### src/rtl/io_handshake_responder_pkg.sv
// Shared encodings for the I/O handshake responder: FSM states, request kinds
// and the request decode used by the top level.
package io_handshake_responder_pkg;

    localparam int DATA_WIDTH = 32;

    typedef enum logic [1:0] {
        ST_IDLE     = 2'd0,
        ST_WAIT_KEY = 2'd1,
        ST_ACK      = 2'd2,
        ST_HOLDOFF  = 2'd3
    } state_t;

    typedef enum logic [1:0] {
        REQ_NONE   = 2'd0,
        REQ_INPUT  = 2'd1,
        REQ_OUTPUT = 2'd2,
        REQ_PAUSE  = 2'd3
    } req_kind_t;

    // Both request lines together encode PAUSE rather than a conflict.
    function automatic req_kind_t decode_request(input logic is_input, input logic is_output);
        req_kind_t kind;
        case ({is_input, is_output})
            2'b10:   kind = REQ_INPUT;
            2'b01:   kind = REQ_OUTPUT;
            2'b11:   kind = REQ_PAUSE;
            default: kind = REQ_NONE;
        endcase
        return kind;
    endfunction

endpackage

### src/rtl/io_handshake_responder_if.sv
// Core-side handshake bundle: request lines and data from the control unit,
// acknowledges and input data back to it.
interface io_handshake_responder_if;

    logic                                              is_input;
    logic                                              is_output;
    logic [io_handshake_responder_pkg::DATA_WIDTH-1:0] data_from_cpu;
    logic                                              confirmation;
    logic                                              continue_ack;
    logic [io_handshake_responder_pkg::DATA_WIDTH-1:0] data_to_cpu;

    modport master (
        output is_input,
        output is_output,
        output data_from_cpu,
        input  confirmation,
        input  continue_ack,
        input  data_to_cpu
    );

    modport slave (
        input  is_input,
        input  is_output,
        input  data_from_cpu,
        output confirmation,
        output continue_ack,
        output data_to_cpu
    );

endinterface

### src/rtl/io_handshake_responder_key_debouncer.sv
// Pushbutton conditioning: 2-FF synchronizer, counting debouncer and a
// one-cycle press pulse on each debounced released-to-pressed transition.
module key_debouncer #(
    parameter int DEBOUNCE_CYCLES = 50000,
    parameter bit KEY_ACTIVE_LOW  = 1'b1
) (
    input  logic clock,
    input  logic reset,
    input  logic key_raw,
    output logic press
);

    localparam int   CNT_W    = $clog2(DEBOUNCE_CYCLES + 1);
    localparam logic RELEASED = KEY_ACTIVE_LOW ? 1'b1 : 1'b0;

    logic [1:0]       sync_reg;
    logic             level_reg;
    logic [CNT_W-1:0] count_reg;
    logic             press_reg;

    // level_reg stays in raw key polarity; only the press decode needs to know it.
    always_ff @(posedge clock or posedge reset) begin
        if (reset) begin
            sync_reg  <= {2{RELEASED}};
            level_reg <= RELEASED;
            count_reg <= '0;
            press_reg <= 1'b0;
        end else begin
            sync_reg  <= {sync_reg[0], key_raw};
            press_reg <= 1'b0;
            if (sync_reg[1] == level_reg) begin
                count_reg <= '0;
            end else if (count_reg == CNT_W'(DEBOUNCE_CYCLES)) begin
                level_reg <= sync_reg[1];
                count_reg <= '0;
                press_reg <= (sync_reg[1] != RELEASED);
            end else begin
                count_reg <= count_reg + CNT_W'(1);
            end
        end
    end

    assign press = press_reg;

endmodule

### src/rtl/io_handshake_responder.sv
// Peripheral-side responder for the core's I/O handshake: decodes requests,
// waits for the operator key where needed and returns one-cycle acknowledges.
module io_handshake_responder
    import io_handshake_responder_pkg::*;
#(
    parameter int DEBOUNCE_CYCLES = 50000,
    parameter bit KEY_ACTIVE_LOW  = 1'b1,
    parameter int SWITCH_WIDTH    = 16
) (
    input  logic                    clock,
    input  logic                    reset,
    io_handshake_responder_if.slave cpu,
    input  logic                    key_raw,
    input  logic [SWITCH_WIDTH-1:0] switches,
    output logic [DATA_WIDTH-1:0]   display_value,
    output logic                    waiting
);

    logic press;

    key_debouncer #(
        .DEBOUNCE_CYCLES (DEBOUNCE_CYCLES),
        .KEY_ACTIVE_LOW  (KEY_ACTIVE_LOW)
    ) u_key_debouncer (
        .clock   (clock),
        .reset   (reset),
        .key_raw (key_raw),
        .press   (press)
    );

    logic [SWITCH_WIDTH-1:0] sw_meta_reg;
    logic [SWITCH_WIDTH-1:0] sw_sync_reg;

    always_ff @(posedge clock or posedge reset) begin
        if (reset) begin
            sw_meta_reg <= '0;
            sw_sync_reg <= '0;
        end else begin
            sw_meta_reg <= switches;
            sw_sync_reg <= sw_meta_reg;
        end
    end

    req_kind_t req_kind;
    assign req_kind = decode_request(cpu.is_input, cpu.is_output);

    state_t                state_reg, state_next;
    req_kind_t             kind_reg, kind_next;
    logic                  confirmation_reg, confirmation_next;
    logic                  continue_reg, continue_next;
    logic                  waiting_reg, waiting_next;
    logic [DATA_WIDTH-1:0] data_to_cpu_reg, data_to_cpu_next;
    logic [DATA_WIDTH-1:0] display_reg, display_next;

    always_ff @(posedge clock or posedge reset) begin
        if (reset) begin
            state_reg        <= ST_IDLE;
            kind_reg         <= REQ_NONE;
            confirmation_reg <= 1'b0;
            continue_reg     <= 1'b0;
            waiting_reg      <= 1'b0;
            data_to_cpu_reg  <= '0;
            display_reg      <= '0;
        end else begin
            state_reg        <= state_next;
            kind_reg         <= kind_next;
            confirmation_reg <= confirmation_next;
            continue_reg     <= continue_next;
            waiting_reg      <= waiting_next;
            data_to_cpu_reg  <= data_to_cpu_next;
            display_reg      <= display_next;
        end
    end

    // Abort takes priority over a coincident press: a changed request never acknowledges.
    always_comb begin
        state_next = state_reg;
        kind_next  = kind_reg;
        case (state_reg)
            ST_IDLE: begin
                if (req_kind == REQ_INPUT || req_kind == REQ_PAUSE) begin
                    state_next = ST_WAIT_KEY;
                    kind_next  = req_kind;
                end else if (req_kind == REQ_OUTPUT) begin
                    state_next = ST_ACK;
                    kind_next  = REQ_OUTPUT;
                end
            end
            ST_WAIT_KEY: begin
                if (req_kind != kind_reg) begin
                    state_next = ST_IDLE;
                    kind_next  = REQ_NONE;
                end else if (press) begin
                    state_next = ST_ACK;
                end
            end
            ST_ACK:     state_next = ST_HOLDOFF;
            ST_HOLDOFF: state_next = ST_IDLE;
            default:    state_next = ST_IDLE;
        endcase
    end

    // Outputs are decoded from the next state so they appear registered in the state they describe.
    always_comb begin
        confirmation_next = (state_next == ST_ACK) && (kind_next != REQ_PAUSE);
        continue_next     = (state_next == ST_ACK) && (kind_next == REQ_PAUSE);
        waiting_next      = (state_next == ST_WAIT_KEY);
        display_next      = display_reg;
        data_to_cpu_next  = data_to_cpu_reg;
        if (state_reg == ST_IDLE && state_next == ST_ACK) begin
            display_next = cpu.data_from_cpu;
        end
        if (state_reg == ST_WAIT_KEY && state_next == ST_ACK && kind_reg == REQ_INPUT) begin
            data_to_cpu_next = DATA_WIDTH'(sw_sync_reg);
        end
    end

    assign cpu.confirmation = confirmation_reg;
    assign cpu.continue_ack = continue_reg;
    assign cpu.data_to_cpu  = data_to_cpu_reg;
    assign display_value    = display_reg;
    assign waiting          = waiting_reg;

endmodule

### src/flat_wrapper.sv
// flat-port wrapper written by rule: the top's interface ports become plain ports
module io_handshake_responder_flat import io_handshake_responder_pkg::*;
#(
    parameter int DEBOUNCE_CYCLES = 50000,
    parameter bit KEY_ACTIVE_LOW  = 1'b1,
    parameter int SWITCH_WIDTH    = 16
)
  (clock, reset, key_raw, switches, display_value, waiting, cpu_is_input, cpu_is_output, cpu_data_from_cpu, cpu_confirmation, cpu_continue_ack, cpu_data_to_cpu);
  io_handshake_responder_if cpu_i ();
  input  logic clock;
  input  logic reset;
  input  logic key_raw;
  input  logic [SWITCH_WIDTH-1:0] switches;
  output logic [DATA_WIDTH-1:0] display_value;
  output logic waiting;
  input wire logic [$bits(cpu_i.is_input)-1:0] cpu_is_input;
  input wire logic [$bits(cpu_i.is_output)-1:0] cpu_is_output;
  input wire logic [$bits(cpu_i.data_from_cpu)-1:0] cpu_data_from_cpu;
  output wire logic [$bits(cpu_i.confirmation)-1:0] cpu_confirmation;
  output wire logic [$bits(cpu_i.continue_ack)-1:0] cpu_continue_ack;
  output wire logic [$bits(cpu_i.data_to_cpu)-1:0] cpu_data_to_cpu;
  assign cpu_i.is_input = cpu_is_input;
  assign cpu_i.is_output = cpu_is_output;
  assign cpu_i.data_from_cpu = cpu_data_from_cpu;
  assign cpu_confirmation = cpu_i.confirmation;
  assign cpu_continue_ack = cpu_i.continue_ack;
  assign cpu_data_to_cpu = cpu_i.data_to_cpu;
  io_handshake_responder #(.DEBOUNCE_CYCLES(DEBOUNCE_CYCLES), .KEY_ACTIVE_LOW(KEY_ACTIVE_LOW), .SWITCH_WIDTH(SWITCH_WIDTH)) u_core (.clock(clock), .reset(reset), .cpu(cpu_i), .key_raw(key_raw), .switches(switches), .display_value(display_value), .waiting(waiting));
endmodule
### config.mk
export PLATFORM = sky130hd
export DESIGN_NAME = io_handshake_responder_flat
export DESIGN_NICKNAME = d
export VERILOG_FILES = /design/src/rtl/io_handshake_responder_pkg.sv /design/src/rtl/io_handshake_responder_if.sv /design/src/rtl/io_handshake_responder_key_debouncer.sv /design/src/rtl/io_handshake_responder.sv /design/src/flat_wrapper.sv
export SDC_FILE = /design/constraint.sdc
export NUM_CORES = 1
export LEC_CHECK = 0
export CAP_MARGIN = 20
export CORE_MARGIN = 2
export CORE_UTILIZATION = 44
export CTS_BUF_LIST = sky130_fd_sc_hd__clkbuf_4 sky130_fd_sc_hd__clkbuf_8
export CTS_CLUSTER_SIZE = 30
export DETAILED_ROUTE_END_ITERATION = 12
export PLACE_DENSITY = 0.78
export SLEW_MARGIN = 0
export SYNTH_ARGS = -nofsm -noshare
export SYNTH_HDL_FRONTEND = slang
export SYNTH_SLANG_ARGS = --single-unit
### constraint.sdc
create_clock -name clock -period 3.6 [get_ports clock]
set_clock_uncertainty 0.1 [all_clocks]
set_input_delay 0.9 -clock clock [delete_from_list [all_inputs] [get_ports clock]]
set_output_delay 0.9 -clock clock [all_outputs]
set_load 0.1 [all_outputs]
# Yosys cells after proc, flatten, opt, wreduce, memory -nomap -nowiden
# Index checks and enable logic that the tools add are counted.
[op_classes] eq_ne=17 muxes=14 bitwise=2 addsub=1 n_reduce_logical=8
[op_table] operator="$mux 16" n=2
[op_table] operator="$add 16x1->16 const B" n=1
[op_table] operator="$eq 16x16->1 const B" n=1
[op_table] operator="$eq 2x2->1 const B" n=8
[op_table] operator="$mux 2" n=7
[op_table] operator="$eq 2x1->1 const B" n=5
[op_table] operator="$pmux 2 s4" n=1
[op_table] operator="$pmux 2 s3" n=1
[op_table] operator="$logic_and 1x1->1" n=5
[op_table] operator="$pmux 2 s2" n=1
[op_table] operator="$logic_not 2->1" n=1
[op_table] operator="$mux 1" n=2
[op_table] operator="$ne 2x2->1" n=1
[op_table] operator="$ne 2x2->1 const B" n=1
[op_table] operator="$not 1->1" n=2
[op_table] operator="$reduce_and 2->1" n=1
[op_table] operator="$eq 1x1->1" n=1
[op_table] operator="$logic_or 1x1->1" n=1
[word_totals] out_inout_bits=67 word_cells=55 regBits=107 in_bits=53

# Logic depth before layout (Yosys ltp)
# Gate-level depths: netlist of run 1.
[logic_depth] ltp_word=9 depth_mapped=7 mapped_depth_nobuf=6

# Modules after synthesis
# A second synthesis of run 1 with hierarchy kept.
[unflattened] cells_unflattened=288 area_unflattened_um2=4144.0
[by_module_without_submodules] module="io_handshake_responder" cells_each=198 instances=1 area_per_inst_um2=3169.3
[by_module_without_submodules] module="key_debouncer" cells_each=90 instances=1 area_per_inst_um2=974.7

# Least setup slack after synthesis of run 1
# No wires, ideal clock.
[synth_timing] path_type="input to register" from="input port cpu_is_input" to="register u_core.data_to_cpu_reg[0] (netlist: u_core.cpu.data_to_cpu[0])" t_arrival_ps=2144 n_path_buf=2 setup_time_ps=125 path_slack_ps=1231 required_ps=3375 stages=7 path_cell_list="clkbuf_1 xnor2_1 nand3_2 nor2_4 nand4b_4 buf_6 mux2_4"
[synth_via] elab_chain_cells=9 elab_cells_between_ends=16
[synth_lines] item="start: declaration" line_no="flat_wrapper.sv:16" source="input wire logic [$bits(cpu_i.is_input)-1:0] cpu_is_input;"
[synth_lines] item="$eq 2x2->1 or $eq 2x1->1 (tied branches)" line_no="io_handshake_responder_pkg.sv:24" source="case ({is_input, is_output})"
[synth_lines] item="$pmux 2 s3 (*)" line_no="io_handshake_responder_pkg.sv:24"
[synth_lines] item="$eq 2x2->1 (tied with other cells)" line_no="io_handshake_responder.sv:84" source="end else if (req_kind == REQ_OUTPUT) begin"
[synth_lines] item="$mux 2 or $logic_or 1x1->1 (tied branches)" line_no="io_handshake_responder.sv:84, io_handshake_responder.sv:81"
[synth_lines] item="$mux 2" line_no="io_handshake_responder.sv:81" source="if (req_kind == REQ_INPUT || req_kind == REQ_PAUSE) begin"
[synth_lines] item="$pmux 2 s4 (*)" line_no="io_handshake_responder.sv:79" source="case (state_reg)"
[synth_lines] item="$eq 2x2->1 (*)" line_no="io_handshake_responder.sv:113" source="if (state_reg == ST_WAIT_KEY && state_next == ST_ACK && kind_reg == REQ_INPUT) begin"
[synth_lines] item="$logic_and 1x1->1 (*) (2 in a row)" line_no="io_handshake_responder.sv:113"
[synth_lines] item="end signal: assignment" line_no="io_handshake_responder.sv:70" source="data_to_cpu_reg <= data_to_cpu_next;"
[synth_lines] item="end: declaration" line_no="io_handshake_responder.sv:52" source="logic [DATA_WIDTH-1:0] data_to_cpu_reg, data_to_cpu_next;"
# Every way passes the cells marked *; elsewhere a longest branch is shown, timed or not.
# A chain may end at the register's enable or synchronous reset.

# Worst setup path after layout of run 1
[layout_timing] from="input port cpu_is_output" to="register u_core.data_to_cpu_reg[0] (netlist: u_core.cpu.data_to_cpu[0])"
[layout_via] elab_chain_cells=9 elab_cells_between_ends=16
[layout_lines] item="start: declaration" line_no="flat_wrapper.sv:17" source="input wire logic [$bits(cpu_i.is_output)-1:0] cpu_is_output;"
[layout_lines] item="$eq 2x2->1 or $eq 2x1->1 (tied branches)" line_no="io_handshake_responder_pkg.sv:24"
[layout_lines] item="$pmux 2 s3 (*)" line_no="io_handshake_responder_pkg.sv:24"
[layout_lines] item="$eq 2x2->1 (tied with other cells)" line_no="io_handshake_responder.sv:84"
[layout_lines] item="$mux 2 or $logic_or 1x1->1 (tied branches)" line_no="io_handshake_responder.sv:84, io_handshake_responder.sv:81"
[layout_lines] item="$mux 2" line_no="io_handshake_responder.sv:81"
[layout_lines] item="$pmux 2 s4 (*)" line_no="io_handshake_responder.sv:79"
[layout_lines] item="$eq 2x2->1 (*)" line_no="io_handshake_responder.sv:113"
[layout_lines] item="$logic_and 1x1->1 (*) (2 in a row)" line_no="io_handshake_responder.sv:113"
# Marks and branches as above.

==> results.md, run 1 <==
Pwr:
- The post-layout total power is 4690 uW.
- IR analysis of the VDD net gives a maximum drop of 740 uV.
- Dividing total power by cell area gives a power density of 894 nW/um2.
- The cell leakage power is 0.00248 uW.

STA:
- Headroom to the max-slew limit came out at 0.525.
- The smallest clock period supported by the final layout is computed as 2.63 ns.
- The transition time at the pin with the least slew margin is 0.712 ns.
- Setup violations remaining at the end of the flow were counted as 0.
- Setup repair after global routing left no endpoint under its margin.
- The number of slew-limit violations in the final report is 0.
- The maximum clock rate is 380 MHz.
- In the finished design, the share of the clock period the worst path needs comes to 0.731.
- After layout, the worst setup slack is 0.968 ns.
- The number of hold violations in the final report is 0.
- For the final routed database, the setup TNS stands at 0 ns.

Clock tree:
- TritonCTS built the clock tree.
- Buffers added to address setup during post-CTS repair amount to 0.
- The clock root buffer is clkbuf_8.
- The TritonCTS sink count is 107.
- The H-tree depth is 3.
- Gates resized during post-CTS repair numbered 0.
- The worst-skew pair later-pin latency is 0.37 ns.
- The number of clock buffers inserted by TritonCTS is 9.
- The clock passes through at most 2 buffers.
- The clock slew seen by the registers of the worst setup and hold paths is 0.10 ns.
- Buffers inserted to repair hold after CTS numbered 0.

Placement:
- Routability-driven placement finished with a final weighted congestion of 0.816.
- In this run, placement finished with an instance count of 481.
- After legalization and detailed placement, the total HPWL measured 5240 um.
- Summing all placed instances gives a cell area of 5010 um2.
- Timing analysis after detailed placement gives a worst setup slack of 0.579 ns.
- Input and output buffers added on the ports amount to 103.

Global route:
- The number of antenna violations at the first check in global routing is 0.
- The via count of the first global-routing pass is 2489.
- The total global routing track utilization is 0.152.
- Entering global routing, the biggest net connects 39 pins.
- The first global-routing pass estimated 11800 um of wire.
- The residual overflow from global routing is 0.

Synthesis:
- The most area-hungry cell type in the Yosys netlist is dfrtp_1.
- In the synthesized netlist, the cells that appear most often are dfrtp_1, mux2_2, nor2_1.
- Yosys printed 0 warnings.
- The fraction of registers with async set/reset is 1.00.
- The average instance in the mapped netlist occupies 14.7 um2.
- The most common cell in the netlist is dfrtp_1.
- The share of synthesized area in the top cell type comes to 0.647.
- After synthesis the netlist holds a flip-flop and latch count of 107.
- Among all flip-flop cells after synthesis, the most frequent one is dfrtp_1.
- The total standard cell area after synthesis is 4020 um2.
- The count of cell types in the netlist is 39.
- The number of standard cells after synthesis is 274.
- After synthesis, the cell types taking the most area are dfrtp_1, mux2_2, mux2_4.
- The sequential element share of the synthesized area is 0.667.
- The synthesized design contains 0 enable-type register cells.

Finish:
- The area growth from synthesis to layout is 30.3%.
- After filler insertion, the fill cell instance count of the layout stands at 683.
- The number of inserted diodes is 0.
- The count of nets after finishing is 439.
- The fraction of final layout cells sized beyond drive strength 1 is 0.326.
- The post-route cell area is 5240 um2.
- The count of cells in the finished layout, fillers not included, comes to 497.
- The flip-flop count of the largest register after layout is 32.

Drt:
- The wire length per cell is 14.7 um.
- The first routing iteration left 110 violations.
- The total number of vias is 2381.
- The first-pass iteration count of the detailed router is 4.
- The routed via count divided by cell count is 4.79.
- The number of design rule violations left after detail routing is 0.
- The antenna violation net count after detailed routing is 0.
- Wires add up to 7300 um.

Floorplanning:
- For this configuration, the core starts out at a cell density of 0.457.
- The die height is 99.6 um.
- After floorplanning, the core was divided into 34 placement rows.
- The count of pins on the block boundary is 120.
- The core region is 8810 um2.
- The floorplan step set the die width to 99.6 um.
- The full die area is 9920 um2.

Setup path:
- The worst setup path is captured at a flop.
- The worst setup path is launched from an input port.
- At the worst endpoint, the arrival time is 2.79 ns.
- In this run the worst path has a maximum fanout of 16.
- By startpoint and endpoint, the worst setup path is classified as input port to flop.
- For the worst setup path, the data required time is 3.76 ns.

Run status:
- The flow ran to the end, and the final reports show no timing, DRC or antenna violations.

Run:
- The total of max-cap violations is 0.

Hold path:
- The path class of the tightest hold or removal check is flop to flop.
-- routing by layer --
layer,vias to the layer above,GRT usage,wire (um)
li1,1112,-,-
met2,63,0.260,3890
met3,7,0.0429,342
met4,0,0.0485,92
met5,-,0,0
met1,1199,0.188,2980
-- cells in the final DEF, fill, tap and decap left out, types with 2 or more instances in the layout --
| master | instances |
|---|---|
| a21oi_1 | 5 |
| and3_1 | 6 |
| buf_12 | 2 |
| buf_4 | 54 |
| bufinv_16 | 2 |
| clkbuf_8 | 9 |
| clkdlybuf4s50_1 | 52 |
| clkinvlp_4 | 2 |
| conb_1 | 16 |
| dfrtp_1 | 104 |
| dfstp_2 | 3 |
| ha_1 | 2 |
| inv_1 | 6 |
| mux2_2 | 38 |
| mux2_4 | 10 |
| nand2_1 | 7 |
| nand3_1 | 6 |
| nand4_1 | 3 |
| nor2_1 | 17 |
| nor3_1 | 2 |
| nor4b_1 | 2 |
| o21ai_0 | 5 |
| xnor2_1 | 6 |
| xor2_1 | 9 |
-- cell type report --
cell class | instances | area, um2 | area share
Clock buffer | 10 | 131 | 0.0251
Clock inverter | 6 | 96.3 | 0.0184
Inverter | 7 | 30.0 | 0.00573
Multi-Input combinational cell | 151 | 1200 | 0.229
Sequential cell | 107 | 2680 | 0.511
Tap cell | 108 | 135 | 0.0258
Timing Repair Buffer | 108 | 966 | 0.184
-- critical path: stages --
cell and delay (ns):
clkdlybuf4s50_1 0.53, xnor2_1 0.31, nand3_2 0.16, nor2_4 0.14, nand4b_4 0.33, mux2_4 0.40
-- stage by stage --
stage	hold slack (ns)	util
floorplan	0.231	-
global placement	0.233	0.569
detailed placement	0.236	0.569
CTS	0.259	0.595
global route	0.264	0.595
finish	0.256	0.595
-- worst paths after layout --
path / slack, ns / to / depth (start not counted) / start
setup / recovery: 0.97 / u_core.cpu.data_to_cpu[0]$_DFFE_PP0P_ / 6 / cpu_is_output
hold / removal: 0.26 / u_core.sw_sync_reg[3]$_DFF_PP0_ / 0 / u_core.sw_meta_reg[3]$_DFF_PP0_
setup reg to reg: 1.62 / u_core.cpu.data_to_cpu[0]$_DFFE_PP0P_ / 5 / u_core.state_reg[1]$_DFF_PP0_
hold reg to reg: 0.26 / u_core.sw_sync_reg[3]$_DFF_PP0_ / 0 / u_core.sw_meta_reg[3]$_DFF_PP0_
max in group asynchronous: 1.69 / u_core.sw_meta_reg[5]$_DFF_PP0_ / 4 / reset
min in group asynchronous: 0.89 / u_core.display_value[15]$_DFFE_PP0P_ / 2 / reset
-- cells by family (layout without fill, tap and decap cells) --
| logic type | count (synthesis) | after routing | synth area share |
|---|---|---|---|
| buffers and inverters | 31 | 131 | 0.0485 |
| AND/OR/NAND/NOR | 53 | 53 | 0.0743 |
| other | 1 | 16 | 0.000932 |
| AO/OA/AOI/OAI | 16 | 16 | 0.0243 |
| flip-flops | 107 | 107 | 0.667 |
| adder cells (fa/ha/maj) | 2 | 2 | 0.00622 |
| multiplexers | 49 | 49 | 0.146 |
| XOR/XNOR | 15 | 15 | 0.0327 |
-- power by group --
| group | total, uW | internal (uW) | switching [uW] | leakage (uW) |
|---|---|---|---|---|
| Sequential | 1580 | 1440 | 145 | 0.00133 |
| Clock | 820 | 408 | 412 | 0.000112 |
| Combinational | 2290 | 511 | 1770 | 0.00104 |
| Total | 4690 | 2360 | 2330 | 0.00248 |
Power figures use the tool's default switching activity.
==> run 2: changes to the inputs <==
clock period = 2.1 ns   (was 3.6 ns; I/O delays follow)
==> run 2 against run 1 <==
Against the previous run:
- first-iteration DRC count is 77% lower
- die area stayed put
- global-route usage is 0.61 points higher
- critical endpoint is now u_core.cpu.data_to_cpu[5]$_DFFE_PP0P_
- hold slack better by 0.00079 ns
- register-to-register slack worse by 1.3 ns
- sequential share of layout area is 5.8 points lower
- count of clock-buffer cells in the layout is 2 higher
- critical path depth is 1 higher
- clock power is 48% higher
- sequential cell count stayed put
- combinational power is 110% higher
- cell area is 13% higher
==> results.md, run 2 (synthesis gave the netlist of run 1 again) <==
Run status:
- The flow ran to the end, and the final reports show no timing, DRC or antenna violations.

Pwr:
- Of the total power, the share spent switching nets is 0.466.
- The switching power is 4150 uW.
- The cell leakage power is 0.00270 uW.
- Dividing total power by cell area gives a power density of 1510 nW/um2.
- Of the total power, combinational logic draws 0.540.
- Of the total power, the clock network draws 0.136.
- IR analysis of the VDD net gives a maximum drop of 1380 uV.
- The internal power contribution is 4750 uW.
- Of the total power, registers draw 0.325.

Clock tree:
- The clock net in this run drives a total of 107 sinks.
- The deepest clock path buffer count is 2.
- In this run the post-CTS setup repair buffer count came out at 0.
- TritonCTS built the clock tree.
- Post-CTS repair changed the size of 0 cells.
- The clock root buffer is clkbuf_8.
- The H-tree generated during clock tree synthesis spans 3 levels.
- Hold repair after CTS inserted 0 buffers.
- The number of clock buffers inserted by TritonCTS is 9.
- After clock tree synthesis, the clock-pin slew on the worst setup and hold paths is 0.09 ns.
- The worst-skew pair later-pin latency is 0.36 ns.

Hold path:
- In this run the worst hold path is classified as flop to flop.

Setup path:
- Along the worst path, the maximum fanout reaches 10.
- The startpoint class of the critical path is an input port.
- The data required time at the worst endpoint is 2.24 ns.
- The worst setup path is captured at a flop.
- The data arrival time of the critical path is 2.20 ns.
- The type of the worst setup path is input port to flop.

Drt:
- For this run, design rule violations remaining after detail routing come to 0.
- The routed via count divided by cell count is 4.76.
- For this run, the detailed router's first-pass iteration total came to 4.
- In this run, the number of DRC markers left after iteration 0 of detailed routing was 25.
- After detailed routing, the total wire length is 7350 um.
- The total number of vias is 2392.
- The antenna violation net count after detailed routing is 0.
- The wire length per cell is 14.6 um.

Run:
- The total of max-cap violations is 0.

Placement:
- The area of placed instances is 5720 um2.
- The count of port buffers added during placement is 103.
- Routability-driven placement finished with a final weighted congestion of 0.785.
- The cell count after placement is 486.
- Detailed placement finished with a half-perimeter wire length of 5630 um.

Global route:
- The first global-routing pass estimated 12300 um of wire.
- For this run, global-route usage on met1 was measured as 0.197.
- After global routing the overflow that remains totals 0.
- The layer flagged by global routing as most heavily used is met2.
- The number of antenna violations at the first check in global routing is 0.
- The total global routing track utilization is 0.158.
- Entering global routing, the biggest net connects 64 pins.
- In the global route stage, met3 resource usage came out at 0.0541.
- The via count of the first global-routing pass was 2528.
- In the global route stage, met2 resource usage came out at 0.273.

Finish:
- The number of antenna diodes in the final layout is 0.
- The area growth from synthesis to layout is 47.0%.
- The most common cell after layout, fill and taps aside is dfrtp_1.
- The count of nets after finishing is 444.
- The final cell count without fillers is 502.
- The sequential cell area in the final layout is 2680 um2.
- The flip-flop count of the largest register after layout is 32.
- The number of fill cells in the layout is 611.
- The share of the core filled with cells in the final layout is 0.672.
- Summing all non-filler instances in the final layout gives an area of 5910 um2.
- In the final layout, the multi-input gates occupy 1200 um2.
- In the final layout, the share of cells above drive strength 1 is 0.335.
- The library cells used most frequently in the layout, excluding fill and tap cells, are dfrtp_1, buf_12, clkdlybuf4s50_1.

Floorplanning:
- The die covers 9920 um2.
- The initial utilization of the core area, before any placement, comes to 0.457.
- The count of pins on the block boundary is 120.
- The core outline area is 8810 um2.
- The initialized floorplan defines 34 standard-cell rows.
- The die extent in x is 99.6 um.
- The die height is 99.6 um.

STA:
- The number of hold violations in the final report is 0.
- Dividing the final minimum period by the clock period gives 0.977.
- The final worst hold slack is 0.257 ns.
- The post-route minimum period is 2.05 ns.
- The number of slew-limit violations in the final report is 0.
- Based on the critical path, the design can be clocked at up to 488 MHz.
- After routing, the total negative slack on setup checks comes to 0 ns.
- Setup repair after global routing left no endpoint under its margin.
- The number of setup violations in the final report is 0.
-- run 2: cell types whose count changed in the layout (fill, tap and decap cells not counted) --
cell	change
buf_4	-48
clkbuf_4	-1
inv_8	-1
clkbuf_8	+3
inv_6	-1
buf_12	+53
bufinv_16	-2
clkinv_4	+2
-- run 2: cell type report --
cell class | count | area share
Clock buffer | 12 | 0.0279
Clock inverter | 4 | 0.00571
Inverter | 7 | 0.00508
Multi-Input combinational cell | 151 | 0.203
Sequential cell | 107 | 0.453
Tap cell | 108 | 0.0228
Timing Repair Buffer | 113 | 0.282
-- run 2: final timing paths --
path	start	to	slack [ns]	cells after the start
max	cpu_is_output	u_core.cpu.data_to_cpu[5]$_DFFE_PP0P_	0.05	7
min	u_core.sw_meta_reg[8]$_DFF_PP0_	u_core.sw_sync_reg[8]$_DFF_PP0_	0.26	0
max reg2reg	u_core.state_reg[1]$_DFF_PP0_	u_core.cpu.data_to_cpu[5]$_DFFE_PP0P_	0.29	6
min reg2reg	u_core.sw_meta_reg[8]$_DFF_PP0_	u_core.sw_sync_reg[8]$_DFF_PP0_	0.26	0
max in group asynchronous	reset	u_core.cpu.data_to_cpu[2]$_DFFE_PP0P_	0.99	3
min in group asynchronous	reset	u_core.display_value[13]$_DFFE_PP0P_	0.34	2
-- run 2: per-stage QoR --
stage          total power (uW)  worst slack [ns]
2_1_floorplan              5860             0.106
3_3_place_gp               7700            -0.262
3_5_place_dp               7780            -0.320
4_1_cts                    8990            0.0697
5_1_grt                    9230            0.0247
6_report                   8900            0.0490
-- run 2: power by group through the flow --
stage	Clock, uW	Sequential (uW)	Combinational, uW
4_1_cts	1250	2900	4840
3_5_place_dp	0	2940	4840
2_1_floorplan	0	5150	714
6_report	1210	2890	4810
3_3_place_gp	0	2910	4800
5_1_grt	1350	2950	4930
-- run 2: critical path, cell delays in order --
cell and delay (ns):
clkdlybuf4s50_1 0.48, xnor2_1 0.30, nand3_2 0.15, nor2_4 0.14, nand4b_4 0.13, buf_12 0.18
mux2_4 0.30
-- run 2: routing by layer --
metal / up-vias / wire length, um
li1: 1121 / -
met1: 1207 / 2970
met2: 59 / 3960
met3: 5 / 372
met4: 0 / 46
met5: - / 0
==> run 3: changes to the inputs <==
PLACE_DENSITY = 0.81   (was 0.78)
==> run 3 against run 2 <==
Against the previous run:
- via count fell by 0.25%
- fmax up 6.0%
- die area did not move
- largest cell class unchanged
==> results.md, run 3 (synthesis gave the netlist of run 1 again) <==
Placement:
- Input and output buffers added on the ports amount to 103.
- The area of placed instances is 5730 um2.
- After detailed placement, the design holds a cell count of 486.
- The placer congestion estimate is 0.848.
- Detailed placement finished with a half-perimeter wire length of 5820 um.
- Prior to clock tree synthesis, the placed netlist has a worst setup slack of -0.239 ns.

Finish:
- The multi-input combinational cells in the finished layout cover a total of 1200 um2.
- The number of inserted diodes is 0.
- Leaving out fill and tap cells, the most frequent cells in the layout are dfrtp_1, buf_12, clkdlybuf4s50_1.
- With fillers left out, the area of the finished cells amounts to 5910 um2.
- The fraction of final layout cells sized beyond drive strength 1 is 0.333.
- The final cell count without fillers is 501.
- The library cell used most frequently in the layout, excluding fill and tap cells, is dfrtp_1.
- The flip-flop count of the largest register after layout is 32.
- The count of nets after finishing is 444.
- The sequential cells in the finished layout cover a total of 2680 um2.
- The layout overhead on the synthesized area is 47.0%.
- The number of fill cells in the layout is 594.

Clock tree:
- The H-tree was split into 3 levels.
- The clock net in this run drives a total of 107 sinks.
- The number of setup buffers added after CTS is 0.
- The clock passes through at most 2 buffers.
- For this design, the CTS-stage hold fixing added 0 buffers.
- The clock slew seen by the registers of the worst setup and hold paths is 0.10 ns.
- The worst-skew pair later-pin latency is 0.37 ns.
- Counting the buffers created by CTS gives 9.
- The clock tree from TritonCTS is done.
- Once the clock tree was built, the resizer swapped 0 gates to a different size.
- The clock root buffer is clkbuf_8.

Setup path:
- The slowest cell on the critical path is clkdlybuf4s50_1.
- The buffer and inverter count on the worst path is 2.
- Data on the critical path is required at its endpoint by 2.27 ns.
- By startpoint and endpoint, the worst setup path is classified as input port to flop.
- The critical path ends at u_core.cpu.data_to_cpu[3]$_DFFE_PP0P_.
- The number of cells on the critical path is 7.
- Along the worst path, the maximum fanout reaches 16.
- The endpoint of the worst register-to-register path is u_core.u_key_debouncer.count_reg[15]$_DFF_PP0_.
- The start point of the critical path is cpu_is_output.
- STA classifies the critical path endpoint as a flop.
- The startpoint class of the critical path is an input port.
- Walking the worst path, the cells encountered are clkdlybuf4s50_1 > xnor2_1 > nand3_2 > nor2_4 > nand4b_4 > buf_12 > mux2_4.
- Measured in cells, the most critical reg-to-reg path has a length of 4.
- In this run the critical register-to-register path is launched from u_core.u_key_debouncer.count_reg[11]$_DFF_PP0_.
- Broken down by cell family, the worst path's largest delay share belongs to buffers and inverters.
- The delay of the slowest critical-path stage is 0.43 ns.
- For the worst setup path, the data arrival time is 2.10 ns.
- The worst reg-to-reg setup slack is 0.26 ns.

Floorplanning:
- The full die area is 9920 um2.
- 120 I/O pins were placed.
- The floorplan step defined a core boundary enclosing 8810 um2.
- The die extent in x is 99.6 um.
- The floorplan step set the die height to 99.6 um.
- The initial core utilization is 0.457.
- Row generation in the floorplan step produced 34 rows.

STA:
- Setup slack on the critical path of the routed design comes to 0.164 ns.
- Setup violations remaining at the end of the flow were counted as 0.
- Setup repair after global routing left no endpoint under its margin.
- The part of the cycle the worst path needs is 0.922.
- Static timing analysis puts the maximum clock frequency at 517 MHz.
- Hold timing on the final database bottoms out at a slack of 0.248 ns.
- Counting I/O delays and the setup requirement, the final critical path takes 1.94 ns.
- The number of hold violations in the final report was 0.
- The number of slew-limit violations in the final report is 0.

Pwr:
- The post-layout total power is 8900 uW.
- The internal portion of the total power is 4700 uW.
- The cell leakage power is 0.00270 uW.
- The switching power is 4200 uW.
- The share of total power in combinational logic is 0.543.
- The fraction of power consumed by sequential logic is 0.326.
- The switching share of total power is 0.472.
- The highest ir drop seen on vdd is 1360 uV.
- The clock share of power is 0.131.
- The power per standard cell area is 1500 nW/um2.

Drt:
- The routed via count divided by cell count is 4.76.
- The number of design-rule violations left by the first detailed-router iteration is 95.
- The first-pass iteration count of the detailed router is 4.
- The wire length per cell is 15.3 um.
- The detail route stage leaves a number of antenna-violating nets equal to 0.
- Summed over all layers, the routed wires come to 7660 um.
- The detailed router placed 2386 vias in this run.
- The number of design rule violations left after detail routing is 0.

Global route:
- In the global route stage, overall resource usage came out at 0.165.
- The first global-routing pass estimated 12800 um of wire.
- The number of antenna violations at the first check in global routing is 0.
- The residual overflow from global routing is 0.
- The via count of the first global-routing pass came to 2628.
- Entering global routing, the biggest net connects 42 pins.

Run:
- The total of max-cap violations is 0.

Hold path:
- The kind of path behind the tightest hold check is flop to flop.

Run status:
- The flow ran to the end, and the final reports show no timing, DRC or antenna violations.
## run 3: through the flow
step | util | setup TNS [ns]
2_1_floorplan | - | 0
5_1_grt | 0.671 | 0
4_1_cts | 0.671 | 0
6_report | 0.671 | 0
3_3_place_gp | 0.650 | -5.31
3_5_place_dp | 0.650 | -7.06
## run 3: how the worst min path moves through the flow
stage	startpoint	end	cells past startpoint
2_1_floorplan	u_core.sw_meta_reg[0]$_DFF_PP0_	u_core.sw_sync_reg[0]$_DFF_PP0_	0
3_3_place_gp	u_core.sw_meta_reg[5]$_DFF_PP0_	u_core.sw_sync_reg[5]$_DFF_PP0_	0
3_5_place_dp	u_core.sw_meta_reg[10]$_DFF_PP0_	u_core.sw_sync_reg[10]$_DFF_PP0_	0
4_1_cts	u_core.sw_meta_reg[15]$_DFF_PP0_	u_core.sw_sync_reg[15]$_DFF_PP0_	0
5_1_grt	u_core.sw_meta_reg[4]$_DFF_PP0_	u_core.sw_sync_reg[4]$_DFF_PP0_	0
6_report	u_core.sw_meta_reg[2]$_DFF_PP0_	u_core.sw_sync_reg[2]$_DFF_PP0_	0
## run 3: worst register-to-register path: stages (launching register included)
cell     delay [ns]
dfrtp_1        0.43
nor4b_1        0.37
nand4_1        0.25
nand2_1        0.45
nor2_1         0.11
## run 3: final cells by class
type | count | area share
clock buffers | 10 | 0.0233
clock inverters | 5 | 0.00783
inverters | 7 | 0.00508
multi-input cells | 151 | 0.203
flip-flops and latches | 107 | 0.454
well taps | 108 | 0.0229
repair buffers | 113 | 0.284
## run 3: per-layer routing
metal	vias to the layer above	track usage	wire length [um]
li1	1125	-	-
met1	1183	0.203	3170
met2	67	0.282	3990
met3	11	0.0499	391
met4	0	0.0485	104
met5	-	0	0
## run 3: power by group through the flow
stage	clock [uW]	combinational, uW	sequential [uW]
after floorplan	0	714	5150
after global placement	0	4800	2910
after detailed placement	0	4860	2940
after CTS	1230	4860	2900
after global routing	1290	4960	2960
final	1170	4830	2900
